===== config.mk =====
export PLATFORM = sky130hd
export DESIGN_NAME = prog_loader
export DESIGN_NICKNAME = d
export VERILOG_FILES = /design/src/rtl/prog_loader_pkg.sv /design/src/rtl/loader_word_asm.sv /design/src/rtl/prog_loader.sv
export SDC_FILE = /design/constraint.sdc
export NUM_CORES = 1
export LEC_CHECK = 0
export ABC_AREA = 1
export CAP_MARGIN = 15
export CORE_ASPECT_RATIO = 1.75
export CORE_MARGIN = 1.5
export CORE_UTILIZATION = 45
export DETAILED_ROUTE_END_ITERATION = 7
export PLACE_DENSITY = 0.68
export SLEW_MARGIN = 20
export SYNTH_ARGS = -nofsm -noshare
export SYNTH_HDL_FRONTEND = slang
export SYNTH_HIERARCHICAL = 1
export SYNTH_SLANG_ARGS = --single-unit

===== constraint.sdc =====
create_clock -name clk -period 2.13 [get_ports clk]
set_input_delay 0.426 -clock clk [delete_from_list [all_inputs] [get_ports clk]]
set_output_delay 0.426 -clock clk [all_outputs]
set_load 0.05 [all_outputs]

===== src/rtl/prog_loader_pkg.sv =====
// Shared types and frame constants for the program loader.
// Frame layout: sync, 16-bit little-endian word count, payload words, XOR checksum.
package prog_loader_pkg;

    typedef enum logic [2:0] {
        ST_IDLE,
        ST_LEN0,
        ST_LEN1,
        ST_DATA,
        ST_CHK,
        ST_DONE,
        ST_ERR
    } state_e;

    localparam logic [7:0] SYNC_BYTE      = 8'hA5;
    localparam int         LEN_W          = 16;
    localparam int         WORD_W         = 32;
    localparam int         BYTES_PER_WORD = 4;
    localparam int         BCNT_W         = 2;

endpackage


===== src/rtl/loader_word_asm.sv =====
// Byte-to-word assembler: collects payload bytes LSB first and keeps the running XOR.
// word_last/word_next are combinational so the owner can register the write on the 4th byte edge.
module loader_word_asm
    import prog_loader_pkg::*;
(
    input  logic              clk,
    input  logic              rst_n,
    input  logic              byte_en,
    input  logic [7:0]        byte_in,
    output logic              word_last,
    output logic [WORD_W-1:0] word_next,
    output logic [7:0]        xor_acc
);

    logic [BCNT_W-1:0] cnt_q, cnt_d;
    logic [WORD_W-1:0] word_q, word_d;
    logic [7:0]        xor_q, xor_d;

    // Shifting in from the top leaves the first byte in [7:0] after four bytes.
    always_comb begin
        word_next = {byte_in, word_q[WORD_W-1:8]};
        word_last = byte_en && (cnt_q == BCNT_W'(BYTES_PER_WORD - 1));
        cnt_d     = cnt_q;
        word_d    = word_q;
        xor_d     = xor_q;
        if (byte_en) begin
            cnt_d  = cnt_q + 1'b1;
            word_d = word_next;
            xor_d  = xor_q ^ byte_in;
        end
    end

    always_ff @(posedge clk or negedge rst_n) begin
        if (!rst_n) begin
            cnt_q  <= '0;
            word_q <= '0;
            xor_q  <= '0;
        end else begin
            cnt_q  <= cnt_d;
            word_q <= word_d;
            xor_q  <= xor_d;
        end
    end

    assign xor_acc = xor_q;

endmodule


===== src/rtl/prog_loader.sv =====
// Streams a framed program image from a byte channel into instruction memory,
// then releases the CPU via start, or latches err on a bad length or checksum.
module prog_loader
    import prog_loader_pkg::*;
#(
    parameter int DEPTH_WORDS = 256,
    parameter int ADDR_W      = 8
) (
    input  logic              clk,
    input  logic              rst_n,
    input  logic              rx_valid,
    input  logic [7:0]        rx_data,
    output logic              rx_ready,
    output logic              imem_we,
    output logic [ADDR_W-1:0] imem_addr,
    output logic [31:0]       imem_wdata,
    output logic              start,
    output logic              busy,
    output logic              err
);

    state_e            state_q, state_d;
    logic [7:0]        len_lo_q, len_lo_d;
    logic [LEN_W-1:0]  len_q, len_d;
    logic [LEN_W-1:0]  wcnt_q, wcnt_d;
    logic              imem_we_q, imem_we_d;
    logic [ADDR_W-1:0] imem_addr_q, imem_addr_d;
    logic [31:0]       imem_wdata_q, imem_wdata_d;

    logic              accept;
    logic              payload_en;
    logic              word_last;
    logic [WORD_W-1:0] word_next;
    logic [7:0]        xor_acc;
    logic [LEN_W-1:0]  len_full;

    assign accept     = rx_valid && rx_ready;
    assign payload_en = accept && (state_q == ST_DATA);
    assign len_full   = {rx_data, len_lo_q};

    loader_word_asm u_asm (
        .clk       (clk),
        .rst_n     (rst_n),
        .byte_en   (payload_en),
        .byte_in   (rx_data),
        .word_last (word_last),
        .word_next (word_next),
        .xor_acc   (xor_acc)
    );

    // Handshake and status are decoded from state alone, never from rx_valid.
    always_comb begin
        rx_ready = (state_q != ST_DONE) && (state_q != ST_ERR);
        busy     = (state_q == ST_LEN0) || (state_q == ST_LEN1) ||
                   (state_q == ST_DATA) || (state_q == ST_CHK);
        start    = (state_q == ST_DONE);
        err      = (state_q == ST_ERR);
    end

    always_comb begin
        state_d      = state_q;
        len_lo_d     = len_lo_q;
        len_d        = len_q;
        wcnt_d       = wcnt_q;
        imem_we_d    = 1'b0;
        imem_addr_d  = imem_addr_q;
        imem_wdata_d = imem_wdata_q;
        case (state_q)
            ST_IDLE: if (accept && rx_data == SYNC_BYTE) state_d = ST_LEN0;
            ST_LEN0: if (accept) begin
                len_lo_d = rx_data;
                state_d  = ST_LEN1;
            end
            ST_LEN1: if (accept) begin
                len_d  = len_full;
                wcnt_d = '0;
                if (len_full > LEN_W'(DEPTH_WORDS)) state_d = ST_ERR;
                else if (len_full == '0)            state_d = ST_CHK;
                else                                state_d = ST_DATA;
            end
            ST_DATA: if (word_last) begin
                imem_we_d    = 1'b1;
                imem_addr_d  = wcnt_q[ADDR_W-1:0];
                imem_wdata_d = word_next;
                wcnt_d       = wcnt_q + 1'b1;
                if (wcnt_q + 1'b1 == len_q) state_d = ST_CHK;
            end
            ST_CHK: if (accept) state_d = (rx_data == xor_acc) ? ST_DONE : ST_ERR;
            default: state_d = state_q;
        endcase
    end

    always_ff @(posedge clk or negedge rst_n) begin
        if (!rst_n) begin
            state_q      <= ST_IDLE;
            len_lo_q     <= '0;
            len_q        <= '0;
            wcnt_q       <= '0;
            imem_we_q    <= 1'b0;
            imem_addr_q  <= '0;
            imem_wdata_q <= '0;
        end else begin
            state_q      <= state_d;
            len_lo_q     <= len_lo_d;
            len_q        <= len_d;
            wcnt_q       <= wcnt_d;
            imem_we_q    <= imem_we_d;
            imem_addr_q  <= imem_addr_d;
            imem_wdata_q <= imem_wdata_d;
        end
    end

    assign imem_we    = imem_we_q;
    assign imem_addr  = imem_addr_q;
    assign imem_wdata = imem_wdata_q;

endmodule


-- Yosys cells after proc, flatten, opt, wreduce, memory -nomap -nowiden
Index checks and enable logic that the tools add are counted.
- flip-flop bits (word level): 126
- input port bits: 11
- output and inout port bits: 45
- logic and storage cells: 64
- add/sub/neg operators: 2
- magnitude comparators: 1
- equality and inequality tests: 18
- muxes and demuxes: 15
- bitwise operators: 1
- reduce and logical (&&, ||, !) cells: 17
- operators with widths (operator ; count):
    16-bit two-way mux ; 2
    16-bit one-hot mux with 2 select lines ; 1
    3-bit two-way mux ; 8
    16-bit by 1-bit adder with 16-bit output (second input constant) ; 1
    16-bit == test ; 1
    16-bit by 9-bit > comparator with 1-bit output (second input constant) ; 1
    16-bit logical NOT ; 1
    3-bit one-hot mux with 5 select lines ; 1
    3-bit == test (second input constant) ; 3
    8-bit == test ; 1
    8-bit == test (second input constant) ; 1
    2-bit != test (second input constant) ; 4
    8-bit XOR ; 1
    7-bit AND reduction ; 1
    3-bit by 2-bit == test with 1-bit output (second input constant) ; 2
    3-bit != test (second input constant) ; 2
    2-bit AND reduction ; 3
    1-bit logical AND ; 5
    5-bit nonzero test ; 1
    2-bit by 1-bit != test with 1-bit output (second input constant) ; 2
    3-bit by 1-bit == test with 1-bit output (second input constant) ; 1
    3-bit logical NOT ; 1
    1-bit logical OR ; 3
    3-bit AND reduction ; 1
    5 further kinds ; 6

-- Logic depth before layout (Yosys ltp)
- depth in word-level cells: 7
- gate-level depth with buffers: 17

-- By module
Netlist, hierarchy kept.
- by module, submodules not included (module ; instances ; cells each ; area each (sq um) ; seq. area each (sq um)):
    prog_loader ; 1 ; 543 ; 4146.5 ; 2102.0
    loader_word_asm ; 1 ; 163 ; 1431.4 ; 850.8

-- Least setup slack after synthesis
OpenSTA, ideal clock, no wires.
- path kind: register to register
- start: register state_q[1]
- end: register state_q[2]
- library setup time: 0.117 ns
- arrival: 2.141 ns
- data required time: 2.013 ns
- slack: -0.128 ns
- cell stages (with the launch flop): 18
- buffers on the path: 2
- cell sequence: dfrtp_1 inv_1 nor2_1 inv_1 nor2_2 inv_1 nor2_1 buf_6 buf_4 nand2_1 inv_1 inv_1 a221oi_1 o21ai_0 a21oi_1 nand2_2 nand2_1 nand2_1
- cells in the longest elaborated chain, start to end: 7
- elaborated cells between the ends (all ways): 21
- ends and longest elaborated chain (what ; RTL line ; text):
    from (decl) ; prog_loader.sv:22 ; state_e state_q, state_d;
    from (signal assigned) ; prog_loader.sv:103 ; state_q <= state_d;
    3-bit != test ; prog_loader.sv:53 ; rx_ready = (state_q != ST_DONE) && (state_q != ST_ERR);
    1-bit logical AND ; prog_loader.sv:53 ;
    1-bit logical AND ; prog_loader.sv:37 ; assign accept = rx_valid && rx_ready;
    1-bit logical AND * ; prog_loader.sv:38 ; assign payload_en = accept && (state_q == ST_DATA);
    named net payload_en ; prog_loader.sv:31 ; logic payload_en;
    1-bit logical AND * ; loader_word_asm.sv:22 ; word_last = byte_en && (cnt_q == BCNT_W'(BYTES_PER_WORD - 1));
    named net word_last ; prog_loader.sv:32 ; logic word_last;
    2-bit by 1-bit != test with 1-bit output (no line) * ; n/a ;
    7-bit AND reduction (no line) * ; n/a ;
Mark *: on every way through the listed nets, which the timed path passes. The rest lies on a longest branch.
A chain may end at the register's enable or synchronous reset.

-- Final worst setup path
- start: register wcnt_q[1]
- end: register state_q[2]
- cells in the longest elaborated chain, start to end: 4
- ends and longest elaborated chain (what ; RTL line ; text):
    from (decl) ; prog_loader.sv:25 ; logic [LEN_W-1:0] wcnt_q, wcnt_d;
    from (signal assigned) ; prog_loader.sv:106 ; wcnt_q <= wcnt_d;
    16-bit by 1-bit adder with 16-bit output ; prog_loader.sv:86 ; if (wcnt_q + 1'b1 == len_q) state_d = ST_CHK;
    16-bit == test ; prog_loader.sv:86 ;
    2-bit by 1-bit != test with 1-bit output (no line) ; n/a ;
    7-bit AND reduction (no line) ; n/a ;
No other way between the ends.

==> run summary <==
Status -> complete, no violations
Number of global-route vias before repair -> 4707
Hpwl dp -> 9570 um
Syn-to-layout area delta -> 28.6%
Max Fclk -> 0.485 GHz
GRT overflow -> 0
Maximum clock path buffer count -> 2
Startpoint Class -> flop
Final Util -> 0.594
Total Nets Final -> 797
Antenna viol nets, final -> 0
Site Rows -> 53
Placed Cells incl. Taps -> 925
Most Crowded Layer GR -> met2
Largest net degree at the start of global routing -> 57
CP Data Arrival Time -> 2.37 ns
Final hold violation count -> 0
WL/cell -> 14.0 um
Initial antenna violation count -> 0
Hold Crit Class -> flop to flop
Synthesized area -> 0.00558 sq mm
Reg-to-Reg End -> state_q[2]
Overall power -> 8700 uW
Critical Path Sink Type -> flop
Port Buf Inserts -> 55
Worst skew pair latency -> 0.41 ns
Clk root buf -> clkbuf_16
Synth unique cells -> 28
ANT cells -> 0
Height of the die -> 150 um
Htree depth -> 4
Final setup fails -> 0
Fin crit period -> 2.06 ns
Number of synthesized register bits -> 118
RSZ-0062 raised after global routing -> true
Kind of critical path -> flop to flop
Area fraction of the dominant cell type after synthesis -> 0.529
Num ports -> 56
Actual slew at the worst max-slew pin -> 0.510 ns
DR vias -> 4807
Sink Count -> 118
Setup TNS -> 0 ns
Total CTS buffers -> 17
Grt met3 use -> 0.0411
Initial detailed-routing violation count -> 283
Syn Area/Cell -> 7.90 sq um
Async S/R FF share, synth -> 1.00
Most common cell in the netlist -> nand2_1
Clk slew on worst S/H paths -> 0.06 ns
Post-synth top area cell -> dfrtp_1
Hold path depth -> 2
Worst reg2reg path depth -> 16
Rel. slew slack -> 0.659
Global-route wire length before repair -> 22000 um
CP max FO -> 5
Initial DRT Pass Iterations -> 5
Initial Util -> 0.462
Hold-critical path endpoint -> imem_wdata[21]
Top_reg_cell synth -> dfrtp_1
EDFF count, synth -> 0
Seq/Total Area, Yosys -> 0.529
Tot GR Track Use -> 0.221
Worst VDD drop -> 0.00108 V
Cell Area, Placed -> 0.00645 sq mm
MaxCap Viol Count -> 0
Post-Syn Instances -> 706
P_leak -> 0.00356 uW
Met2 global-route usage -> 0.386
CTS tree -> built
Core area -> 0.0121 sq mm
DIE AREA -> 0.0131 sq mm
Die Wd -> 87.2 um
Filler cells -> 1078
Reg-to-Reg Start -> wcnt_q[1]
Most instantiated cells after synthesis -> nand2_1, dfrtp_1, inv_1
Worst R2R Setup Slack -> 0.07 ns
Min-delay src -> imem_wdata[21]
Fin. max-slew vios -> 0
Worst path required time -> 2.44 ns
Post-Layout Cell Count -> 962
Share of layout cells above drive strength 1 -> 0.130
Vias per std cell -> 5.00
Met1 Usage GRT -> 0.246
RD Place Congestion -> 0.864
Drt drc -> 0
Net Count, Synth -> 719
Routed WL -> 13500 um
Final period utilization -> 0.968
PD cells -> 1210 mW/mm^2
Fin Clk Skew -> 0.00633 ns
Final instance area -> 0.00717 sq mm
Ys Warns -> 6
Area contributors post-synth -> dfrtp_1, nand2_1, inv_1
==> metrics by stage <==
stage | worst slack [ns] | hold WS [ns]
finish | 0.0682 | 0.468
global route | -0.0350 | 0.485
CTS | 0.0188 | 0.471
detailed placement | -0.0262 | 0.358
global placement | 0.0349 | 0.352
floorplan | 0.000231 | 0.130
==> power by group <==
part / internal [uW] / switching [uW]
Clock: 1900 / 1030
Sequential: 2890 / 537
Combinational: 935 / 1410
==> layer usage <==
metal / vias up / part of all wire / routed length [um]
met4: 0 / 0.042 / 571
met1: 2295 / 0.39 / 5280
li1: 2359 / - / -
met5: - / 0 / 0
met2: 116 / 0.53 / 7220
met3: 37 / 0.033 / 441
==> what timing repair did <==
item / 4_1_cts / 5_1_grt
hold buffers: 1 / 0
gates resized for setup: 0 / 20
setup endpoints to repair: 0 / 52
setup buffers: 0 / 4
hold endpoints to repair: 22 / 0
==> worst max path at each step <==
stage / from / end / slack, ns / depth (start not counted)
after floorplan: state_q[1] / state_q[2] / 0.0002 / 17
after global placement: rx_valid / state_q[2] / 0.03 / 12
after detailed placement: rx_valid / state_q[2] / -0.03 / 12
after CTS: state_q[2] / state_q[2] / 0.02 / 14
after global routing: wcnt_q[1] / state_q[0] / -0.03 / 16
final: wcnt_q[1] / state_q[2] / 0.07 / 16
==> registers in the layout, summed over array words and instances (netlist names) <==
register and cells:
wcnt_q 16, len_q 16, state_q 3, imem_wdata 32, imem_we 1, imem_addr 8, u_asm/cnt_q 2, len_lo_q 8
u_asm/xor_acc 8, u_asm/word_q 24
==> critical path: stages (launching register included) <==
cell	delay (ns)
dfrtp_1	0.40
buf_4	0.15
nand2_1	0.06
nor2_2	0.17
nand2_2	0.13
nor2_1	0.12
nand2_1	0.07
nand2_1	0.10
nand2_1	0.05
nand2_1	0.05
nand2_1	0.05
nor2_1	0.16
nand3_2	0.14
nand2_4	0.11
nand2_2	0.07
nand2_1	0.07
nand2_1	0.04
==> layout by cell type (no fill, tap or decap), types with 2 or more instances in the layout <==
cell type        netlist  final
clkbuf_8               0      2
o21ai_0               41     40
nand4_1                8      8
clkinv_2               0      2
inv_1                 65     61
nand2_2                9      9
nor2_1                31     24
nor2_2                 6      9
bufinv_16              0      3
xor2_1                 3      3
o21ai_1                5      5
clkbuf_16              0     17
clkdlybuf4s50_1        0     50
inv_6                  0      2
nand2_1              310    309
o22ai_1                9      9
xnor2_1               12     12
clkinvlp_4             0      4
dfrtp_1              118    117
inv_2                  1      5
nor2_4                 1      5
nand3_2                1      2
buf_12                 0      8
buf_4                 11     29
nor3_1                 2      2
clkbuf_1               8      2
nand3_1               40     39
nand3b_1               7      7
==> cell type report <==
class | count | area (sq um) | share of cell area
timing repair buffer | 88 | 888 | 0.124
clock inverter | 11 | 148 | 0.0206
clock buffer | 21 | 460 | 0.0642
multi-input combinational | 492 | 2260 | 0.315
tap | 165 | 206 | 0.0288
inverter | 67 | 254 | 0.0354
sequential | 118 | 2950 | 0.412
==> cells by family after synthesis <==
logic type	synth area share
fa+ha+maj	0.00449
xor+xnor	0.0236
flops	0.529
buf+inv	0.0792
compound gates	0.0561
simple gates	0.307
Note: power is estimated with default switching activity, not from simulation.
